$ cat config.mk
export PLATFORM = sky130hd
export DESIGN_NAME = tmr_vote_monitor
export DESIGN_NICKNAME = d
export VERILOG_FILES = /design/src/rtl/tmr_pkg.sv /design/src/rtl/lane_health_fsm.sv /design/src/rtl/tmr_vote_monitor.sv
export SDC_FILE = /design/constraint.sdc
export NUM_CORES = 1
export LEC_CHECK = 0
export ABC_CLOCK_PERIOD_IN_PS = 4600
export BUFFER_PORTS_ARGS = -buffer_cell sky130_fd_sc_hd__buf_2
export CAP_MARGIN = 40
export CORE_ASPECT_RATIO = 0.6
export CORE_MARGIN = 1.5
export CORE_UTILIZATION = 65
export CTS_BUF_LIST = sky130_fd_sc_hd__clkbuf_4
export DETAILED_ROUTE_END_ITERATION = 8
export PLACE_DENSITY = 0.93
export SLEW_MARGIN = 20
export SYNTH_ARGS = -nofsm -noshare
export SYNTH_HDL_FRONTEND = slang
export SYNTH_SLANG_ARGS = --single-unit
$ cat constraint.sdc
create_clock -name clk -period 4.6 [get_ports clk]
set_input_delay 0.92 -clock clk [delete_from_list [all_inputs] [get_ports clk]]
set_output_delay 0.92 -clock clk [all_outputs]
set_load 0.005 [all_outputs]
$ cat src/rtl/tmr_pkg.sv
// Shared types and constants for the TMR voter and its lane health trackers.
// Pure declarations, no timing.
// No flow control.
package tmr_pkg;

  typedef enum logic [1:0] {
    HEALTHY = 2'b00,
    SUSPECT = 2'b01,
    FAILED  = 2'b10
  } lane_state_t;

  localparam int CNT_W     = 4;
  localparam int LANE_A    = 0;
  localparam int LANE_B    = 1;
  localparam int LANE_C    = 2;
  localparam int NUM_LANES = 3;

  // Population count of a 3-bit lane mask.
  function automatic logic [1:0] count3(input logic [2:0] v);
    return {1'b0, v[0]} + {1'b0, v[1]} + {1'b0, v[2]};
  endfunction

endpackage

$ cat src/rtl/lane_health_fsm.sv
// Per-lane health tracker: HEALTHY -> SUSPECT -> FAILED on persistent mismatch.
// State and counters update on the clock edge after eval; outputs come straight from flops.
// No backpressure; clear always wins over a same-cycle evaluation.
module lane_health_fsm
  import tmr_pkg::*;
#(
  parameter int FAIL_THRESH    = 4,
  parameter int RECOVER_THRESH = 3
) (
  input  logic        clk,
  input  logic        reset,
  input  logic        eval,
  input  logic        mismatch,
  input  logic        clear,
  output lane_state_t state,
  output logic        is_failed,
  output logic        is_suspect
);

  localparam logic [CNT_W-1:0] FAIL_LIM = CNT_W'(FAIL_THRESH);
  localparam logic [CNT_W-1:0] REC_LIM  = CNT_W'(RECOVER_THRESH);
  localparam logic [CNT_W-1:0] CNT_ONE  = CNT_W'(1);

  lane_state_t      state_q, state_next;
  logic [CNT_W-1:0] miss_q, miss_next;
  logic [CNT_W-1:0] hit_q, hit_next;
  logic [CNT_W-1:0] miss_inc, hit_inc;

  assign miss_inc = miss_q + CNT_ONE;
  assign hit_inc  = hit_q + CNT_ONE;

  // State and counter registers.
  always_ff @(posedge clk or posedge reset) begin
    if (reset) begin
      state_q <= HEALTHY;
      miss_q  <= '0;
      hit_q   <= '0;
    end else begin
      state_q <= state_next;
      miss_q  <= miss_next;
      hit_q   <= hit_next;
    end
  end

  // Next-state: clear first, then evaluation of the current sample.
  always_comb begin
    state_next = state_q;
    miss_next  = miss_q;
    hit_next   = hit_q;
    if (clear) begin
      state_next = HEALTHY;
      miss_next  = '0;
      hit_next   = '0;
    end else if (eval) begin
      case (state_q)
        HEALTHY: begin
          if (mismatch) begin
            state_next = SUSPECT;
            miss_next  = CNT_ONE;
            hit_next   = '0;
          end
        end
        SUSPECT: begin
          if (mismatch) begin
            hit_next = '0;
            if (miss_inc == FAIL_LIM) begin
              state_next = FAILED;
              miss_next  = '0;
            end else begin
              miss_next = miss_inc;
            end
          end else begin
            miss_next = '0;
            if (hit_inc == REC_LIM) begin
              state_next = HEALTHY;
              hit_next   = '0;
            end else begin
              hit_next = hit_inc;
            end
          end
        end
        default: ;  // FAILED lanes only leave via clear
      endcase
    end
  end

  // Status decode from the registered state.
  always_comb begin
    state      = state_q;
    is_failed  = (state_q == FAILED);
    is_suspect = (state_q == SUSPECT);
  end

endmodule

$ cat src/rtl/tmr_vote_monitor.sv
// Registered TMR voter with per-lane health tracking and fault masking.
// One cycle from a valid sample to Y/out_valid; status flags change on the same edge.
// No backpressure; samples are taken whenever in_valid is high.
module tmr_vote_monitor
  import tmr_pkg::*;
#(
  parameter int W              = 8,
  parameter int FAIL_THRESH    = 4,
  parameter int RECOVER_THRESH = 3
) (
  input  logic         clk,
  input  logic         reset,
  input  logic         in_valid,
  input  logic [W-1:0] A,
  input  logic [W-1:0] B,
  input  logic [W-1:0] C,
  input  logic [2:0]   clear_fault,
  output logic         out_valid,
  output logic [W-1:0] Y,
  output logic [2:0]   lane_fail,
  output logic [2:0]   lane_suspect,
  output logic         no_consensus,
  output logic         sys_fail
);

  logic [W-1:0] lane_dat [NUM_LANES];
  lane_state_t  lane_state [NUM_LANES];
  logic [2:0]   active;
  logic [2:0]   eval;
  logic [2:0]   mismatch;
  logic [1:0]   active_cnt;
  logic [1:0]   fail_cnt;
  logic [W-1:0] y_q, y_next;
  logic         consensus;
  logic         starved_q;

  assign lane_dat[LANE_A] = A;
  assign lane_dat[LANE_B] = B;
  assign lane_dat[LANE_C] = C;

  // A lane being cleared sits out this edge's vote and rejoins on the next sample.
  for (genvar i = 0; i < NUM_LANES; i++) begin : g_lane
    assign active[i]   = (lane_state[i] != FAILED) & ~clear_fault[i];
    assign mismatch[i] = (lane_dat[i] != y_next);
    assign eval[i]     = in_valid & consensus & active[i];

    lane_health_fsm #(
      .FAIL_THRESH   (FAIL_THRESH),
      .RECOVER_THRESH(RECOVER_THRESH)
    ) u_fsm (
      .clk       (clk),
      .reset     (reset),
      .eval      (eval[i]),
      .mismatch  (mismatch[i]),
      .clear     (clear_fault[i]),
      .state     (lane_state[i]),
      .is_failed (lane_fail[i]),
      .is_suspect(lane_suspect[i])
    );
  end

  assign active_cnt = count3(active);
  assign fail_cnt   = count3(lane_fail);

  // Vote mux: majority with three lanes, agreement check with two, else hold.
  always_comb begin
    y_next    = y_q;
    consensus = 1'b0;
    case (active)
      3'b111: begin
        y_next    = (A & B) | (A & C) | (B & C);
        consensus = 1'b1;
      end
      3'b011: if (A == B) begin y_next = A; consensus = 1'b1; end
      3'b101: if (A == C) begin y_next = A; consensus = 1'b1; end
      3'b110: if (B == C) begin y_next = B; consensus = 1'b1; end
      default: ;
    endcase
  end

  // Output and vote-status registers; only valid samples move Y and the vote flags.
  always_ff @(posedge clk or posedge reset) begin
    if (reset) begin
      y_q          <= '0;
      out_valid    <= 1'b0;
      no_consensus <= 1'b0;
      starved_q    <= 1'b0;
    end else begin
      out_valid <= in_valid;
      if (in_valid) begin
        y_q          <= y_next;
        no_consensus <= ~consensus;
        starved_q    <= (active_cnt < 2'd2);
      end
    end
  end

  assign Y        = y_q;
  assign sys_fail = (fail_cnt >= 2'd2) | starved_q;

endmodule

==> After elaboration in Yosys (flattened, before gate mapping) <==
Index checks and enable logic that the tools add are counted.
{ "word_totals": {"ff_bits": 41, "elab_cells": 156, "output_inout_bits": 17} }
{ "op_classes": {"eq_ne": 34, "bitwise": 17, "n_reduce_logical": 15, "mux": 65, "n_addsub": 10, "order_cmp": 2} }
{ "op_table": {"columns": ["cell", "n"], "rows": [
  ["$mux W4", 30],
  ["$pmux W4 S2", 6],
  ["$mux W2", 18],
  ["$pmux W8 S4", 1],
  ["$add A4 B1 Y4 const B", 6],
  ["$and A8 B8 Y8", 3],
  ["$eq A8 B8 Y1", 3],
  ["$mux W8", 3],
  ["$ne A8 B8 Y1", 3],
  ["$or A8 B8 Y8", 2],
  ["$reduce_and A5 Y1", 3],
  ["$eq A4 B2 Y1 const B", 3],
  ["$eq A4 B3 Y1 const B", 3],
  ["$ne A4 B3 Y1 const B", 3],
  ["$ne A4 B4 Y1 const B", 3],
  ["$pmux W2 S2", 3],
  ["$eq A3 B3 Y1 const B", 3],
  ["$ne A3 B2 Y1 const B", 3],
  ["$reduce_and A3 Y1", 3],
  ["$reduce_bool A3 Y1", 3],
  ["$and A1 B1 Y1", 7],
  ["$eq A2 B1 Y1 const B", 3],
  ["$eq A2 B2 Y1 const B", 3],
  ["$logic_not A2 Y1", 3],
  ["11 further kinds", 22]
]} }

==> Logic depth before layout (Yosys ltp) <==
{ "depth": {"ltp_word": 9, "depth_mapped": 13} }

==> Modules after synthesis <==
From an unflattened synthesis, not the netlist that was laid out.
{ "unflattened": {"cells_unflattened": 474, "hier_area_um2": 4042.6} }
{ "by_module_without_submodules": {"columns": ["mod", "cells_per_inst", "area_each_um2", "instances"], "rows": [
  ["lane_health_fsm", 80, 701.9, 3],
  ["tmr_vote_monitor", 234, 1936.9, 1]
]} }

==> Worst setup path before layout <==
No wires, ideal clock.
{ "synth_timing": {"kind": "input -> register", "from": "in A[4]", "to": "reg g_lane[0].u_fsm.hit_q[3]", "n_path_buf": 1, "setup_ns": 0.069, "path_slack_ns": 0.546, "t_required_ns": 4.531, "arrival_time_ns": 3.984, "stages": 12, "cell_sequence": "ha_1 > or4_4 > or2_1 > buf_6 > mux2i_1 > nor2_1 > o32ai_1 > xor2_1 > nand4_1 > or2_1 > or4_1 > nand3_1"} }
{ "synth_between": {"elab_chain_cells": 9} }
{ "synth_lines": {"columns": ["element", "line", "rtl"], "rows": [
  ["from (decl)", "tmr_vote_monitor.sv:14", "input logic [W-1:0] A,"],
  ["$and A8 B8 Y8", "tmr_vote_monitor.sv:71", "y_next = (A & B) | (A & C) | (B & C);"],
  ["$or A8 B8 Y8 (2 in a row)", "tmr_vote_monitor.sv:71", null],
  ["$pmux W8 S4", "tmr_vote_monitor.sv:69", "case (active)"],
  ["$ne A8 B8 Y1", "tmr_vote_monitor.sv:44", "assign mismatch[i] = (lane_dat[i] != y_next);"],
  ["$mux W4", "lane_health_fsm.sv:64", "if (mismatch) begin"],
  ["$pmux W4 S2", "lane_health_fsm.sv:55", "case (state_q)"],
  ["$mux W4", "lane_health_fsm.sv:54", "end else if (eval) begin"],
  ["$mux W4", "lane_health_fsm.sv:50", "if (clear) begin"],
  ["to (signal assigned)", "lane_health_fsm.sv:41", "hit_q <= hit_next;"],
  ["to (decl)", "lane_health_fsm.sv:26", "logic [CNT_W-1:0] hit_q, hit_next;"]
]} }
Parallel ways exist; a longest one is shown, timed or not. The select of a mux whose other input is x is not followed.
A chain may end at the register's enable or synchronous reset.

==> Worst setup path after layout <==
{ "layout_timing": {"from": "in A[1]", "to": "reg g_lane[2].u_fsm.hit_q[0]"} }
{ "layout_between": {"elab_chain_cells": 9} }
{ "layout_lines": {"columns": ["element", "line"], "rows": [
  ["$and A8 B8 Y8", "tmr_vote_monitor.sv:71"],
  ["$or A8 B8 Y8 (2 in a row)", "tmr_vote_monitor.sv:71"],
  ["$pmux W8 S4", "tmr_vote_monitor.sv:69"],
  ["$ne A8 B8 Y1", "tmr_vote_monitor.sv:44"],
  ["$mux W4", "lane_health_fsm.sv:64"],
  ["$pmux W4 S2", "lane_health_fsm.sv:55"],
  ["$mux W4", "lane_health_fsm.sv:54"],
  ["$mux W4", "lane_health_fsm.sv:50"],
  ["to (signal assigned)", "lane_health_fsm.sv:41"],
  ["to (decl)", "lane_health_fsm.sv:26"]
]} }
Parallel ways exist; a longest one is shown, timed or not. The select of a mux whose other input is x is not followed.

==> run_results.csv <==
group,metric,value,unit
worst_setup_path,cp_num_buf_inv,2,
sta,hold_violations,0,
worst_setup_path,worst_path_dominant_cell_family,"simple AND/OR/NAND/NOR gates",
sta,timing.final.crit_share,95.7,%
die,die_x,101,µm
logic_synthesis,syn_area,3710,µm²
worst_setup_path,arrival,4.63,ns
worst_setup_path,crit_slowest_cell,"o41ai_2",
logic_synthesis,netlist_instances,432,
power_and_ir_drop,swShare,33.2,%
final_layout,layoutNonFillerInstCount,568,
final_layout,final_util,75.4,%
logic_synthesis,synth-async-reset-ratio,100,%
sta,tightestPinTransition,0.722,ns
clock_tree,htreeDepth,2,
worst_setup_path,r2r_setup_slack,0.59,ns
worst_setup_path,start_kind,"input pin",
detailed_routing,wl,10800,µm
grt,antenna_found_initial,0,
power_and_ir_drop,power_density,242,nW/µm²
place,place_inst,560,
final_layout,n_antenna_cell,0,
final_layout,final_nets,555,
sta,fin_crit,4.40,ns
clock_tree,clkSinkCount,41,
power_and_ir_drop,p_int,0.676,mW
logic_synthesis,synth_nets,500,
detailed_routing,drc,0,
logic_synthesis,synthXorXnorAreaFrac,6.14,%
clock_tree,cts_tree,"built",
detailed_routing,via_per_inst,6.61,
power_and_ir_drop,p_total,1.01,mW
grt,grt_pass1_wl,16500,µm
logic_synthesis,synth-simple-area-share,22.8,%
worst_setup_path,timing.rr.end,"g_lane[2].u_fsm.hit_q[0]",
grt,grt_use_total,35.2,%
logic_synthesis,synth.area.top_cells,"dfrtp_1 28%, ha_1 13%, mux2i_1 7.0%, xor2_1 5.0%, nor2_1 3.5%",
sta,maxSlewViolCount,0,
sta,setup_viol,0,
final_layout,drive_above_1_share,18.0,%
logic_synthesis,yosys_warnings,0,
logic_synthesis,yosysTopAreaCellShare,27.7,%
clock_tree,post_cts_resized,0,
die,coreArea,5540,µm²
final_layout,multiInputGateArea,2510,µm²
worst_setup_path,worst-path-max-fanout,8,
clock_tree,cts.path.max_buffers,2,
clock_tree,clk_pin_slew,0.14,ns
place,hpwl,7980,µm
grt,grt_pass1_vias,3326,
logic_synthesis,muxShareOfSynthArea,7.32,%
grt,grt_overflow,0,
worst_setup_path,worst_setup_path_end_kind,"flip-flop",
clock_tree,insertion_delay,0.38,ns
die,design.die.area,6180,µm²
power_and_ir_drop,clkPwrFrac,30.0,%
place,port_buffers,46,
logic_synthesis,synth_top_area_cell,"dfrtp_1",
logic_synthesis,ys.flop_type,"dfrtp_1",
worst_setup_path,reg2reg_depth,11,
worst_setup_path,path_cells,"buf_2 -> ha_1 -> or4_1 -> or2_1 -> mux2i_1 -> o22ai_1 -> o32ai_1 -> buf_4 -> xor2_1 -> nand4_1 -> o41ai_2 -> nand2_1 -> o41ai_1",
worst_setup_path,cpPeakStageDelay,0.63,ns
detailed_routing,drtIter0Drc,430,
clock_tree,holdBufCountCts,0,
die,ios,47,
power_and_ir_drop,vdd_drop_max,0.201,mV
logic_synthesis,yosysSeqAreaShare,27.7,%
grt,grt_start_max_net_pins,42,
worst_hold_path,hold_start,"no_consensus",
sta,rsz0062_at_grt,"false",
worst_hold_path,min_to,"no_consensus",
detailed_routing,ant_nets,0,
logic_synthesis,synth_top_family_by_area,"simple AND/OR/NAND/NOR gates",
logic_synthesis,synth_compound_area_share,18.3,%
run,drv_cap,0,
detailed_routing,wl_per_cell,19.0,µm
power_and_ir_drop,pwr-share-seq,40.2,%
sta,relSlewSlack,51.3,%
clock_tree,cts_buffers,5,
final_layout,fill_cells,390,
sta,finClkSkew,0.0165,ns
worst_hold_path,hold_depth,1,
clock_tree,post_cts_buffers,0,
worst_setup_path,critical_path_required,4.82,ns
place,gp_congestion,0.939,
status,status,"complete, no violations",
worst_setup_path,crit_start,"A[1]",
die,rows,21,
detailed_routing,vias,3755,
logic_synthesis,yosys.area_share.adder,13.1,%
worst_setup_path,critPathKind,"input pin to flip-flop",
die,die_y,61.5,µm
power_and_ir_drop,comb_power_share,29.8,%
logic_synthesis,avgSynthCellArea,8.58,µm²
final_layout,area_growth,12.7,%
detailed_routing,firstDrtPassIters,6,
worst_hold_path,hold_path_class,"flip-flop to flip-flop",
logic_synthesis,synth_edf_count,0,
power_and_ir_drop,power.leakage,2.01,nW
worst_setup_path,reg2reg_from,"g_lane[2].u_fsm.state[0]",
power_and_ir_drop,power.switching,0.335,mW
clock_tree,cts_root_buf,"clkbuf_4",
die,initial_core_util,66.9,%
logic_synthesis,synth-seq-cells,41,
logic_synthesis,synth_cell_type_count,57,
final_layout,ff_latch_area,1030,µm²
sta,fmax,0.227,GHz
-- layout make-up --
type	count	area share [%]
clock buffers	5	0.898
clock inverters	3	1.65
inverters	20	1.80
multi-input cells	355	60.0
flip-flops and latches	41	24.5
well taps	80	2.39
repair buffers	64	8.74
-- worst max path at each step --
stage | depth (start not counted) | end
final | 13 | g_lane[2].u_fsm.hit_q[0]
after detailed placement | 13 | g_lane[0].u_fsm.hit_q[2]
after floorplan | 12 | g_lane[0].u_fsm.hit_q[3]
after CTS | 13 | g_lane[0].u_fsm.hit_q[2]
after global routing | 13 | g_lane[0].u_fsm.hit_q[2]
after global placement | 14 | g_lane[1].u_fsm.hit_q[0]
-- power by group through the flow --
| stage | registers (mW) | logic [mW] | clock network, mW |
|---|---|---|---|
| 5_1_grt | 0.410 | 0.326 | 0.317 |
| 6_report | 0.407 | 0.302 | 0.303 |
| 4_1_cts | 0.406 | 0.292 | 0.303 |
| 3_3_place_gp | 0.411 | 0.281 | 0 |
| 3_5_place_dp | 0.413 | 0.289 | 0 |
| 2_1_floorplan | 0.408 | 0.176 | 0 |
-- worst register-to-register path: stages (launching register included) --
cell     delay (ns)
dfrtp_1        0.59
nor2b_1        0.21
nor2_8         0.17
maj3_1         0.62
o21ai_0        0.28
o32ai_1        0.48
buf_4          0.20
xor2_1         0.15
nand4_1        0.24
o41ai_2        0.63
nand2_1        0.16
o41ai_1        0.12
-- layer usage --
layer / global-route usage (%) / wire length, µm / up-vias
li1: - / - / 1707
met1: 48.7 / 4580 / 1748
met2: 57.1 / 4770 / 240
met3: 6.70 / 1070 / 60
met4: 10.9 / 374 / 0
met5: 0 / 0 / -
-- Yosys cell counts (2+ instances only) --
| master | number |
|---|---|
| o41ai_2 | 2 |
| nand2b_1 | 4 |
| nor4_1 | 4 |
| and2_1 | 4 |
| and4_1 | 2 |
| nand4_1 | 7 |
| a21oi_1 | 23 |
| or3_1 | 7 |
| nor3_1 | 21 |
| o22ai_1 | 16 |
| inv_1 | 20 |
| a21o_1 | 4 |
| clkbuf_1 | 6 |
| nand3b_2 | 2 |
| xnor2_1 | 5 |
| buf_4 | 6 |
| nor2_1 | 35 |
| o41ai_1 | 4 |
| o21ai_0 | 19 |
| nand2_1 | 32 |
| buf_6 | 2 |
| mux2i_1 | 26 |
| o21ai_1 | 2 |
| a311oi_1 | 2 |
| o32ai_1 | 8 |
| or2_2 | 5 |
| o21a_1 | 5 |
| and3_1 | 2 |
| xor2_1 | 21 |
| or4_1 | 3 |
| ha_1 | 38 |
| nor2b_1 | 9 |
| dfrtp_1 | 41 |
| nand3_1 | 16 |
| a31oi_1 | 6 |
| or2_1 | 2 |
-- cell usage in the layout (no fill, tap or decap), types with 5 or more instances in the layout --
| master | Yosys | routed |
|---|---|---|
| buf_2 | 1 | 46 |
| dfrtp_1 | 41 | 41 |
| ha_1 | 38 | 38 |
| nor2_1 | 35 | 35 |
| nand2_1 | 32 | 32 |
| mux2i_1 | 26 | 26 |
| a21oi_1 | 23 | 23 |
| nor3_1 | 21 | 21 |
| xor2_1 | 21 | 21 |
| inv_1 | 20 | 20 |
| o21ai_0 | 19 | 19 |
| buf_4 | 6 | 18 |
| nand3_1 | 16 | 16 |
| o22ai_1 | 16 | 16 |
| nor2b_1 | 9 | 9 |
| o32ai_1 | 8 | 8 |
| nand4_1 | 7 | 7 |
| or3_1 | 7 | 7 |
| a31oi_1 | 6 | 6 |
| or2_2 | 5 | 5 |
| xnor2_1 | 5 | 5 |
| o21a_1 | 5 | 5 |
| clkbuf_4 | 0 | 5 |
-- per-stage QoR --
step	setup TNS, ns	setup slack [ns]	hold slack [ns]	cell area, µm²
after floorplan	0	0.546	0.474	3710
after global placement	0	0.167	0.465	4070
after detailed placement	-0.00175	-0.00175	0.466	4070
after CTS	0	0.304	0.498	4180
after global routing	0	0.0553	0.523	4180
final	0	0.197	0.490	4180
-- cells by family after synthesis --
family | count (synthesis)
compound gates | 102
fa+ha+maj | 39
flops | 41
buf+inv | 36
simple gates | 161
xor+xnor | 26
mux | 27
-- sequential cells by signal (all words and copies together), names as in the netlist --
register / count
starved_q: 1
g_lane.u_fsm.hit_q: 12
Y: 8
g_lane.u_fsm.miss_q: 12
out_valid: 1
g_lane.u_fsm.state: 6
no_consensus: 1
(Power assumes the default switching activity.)
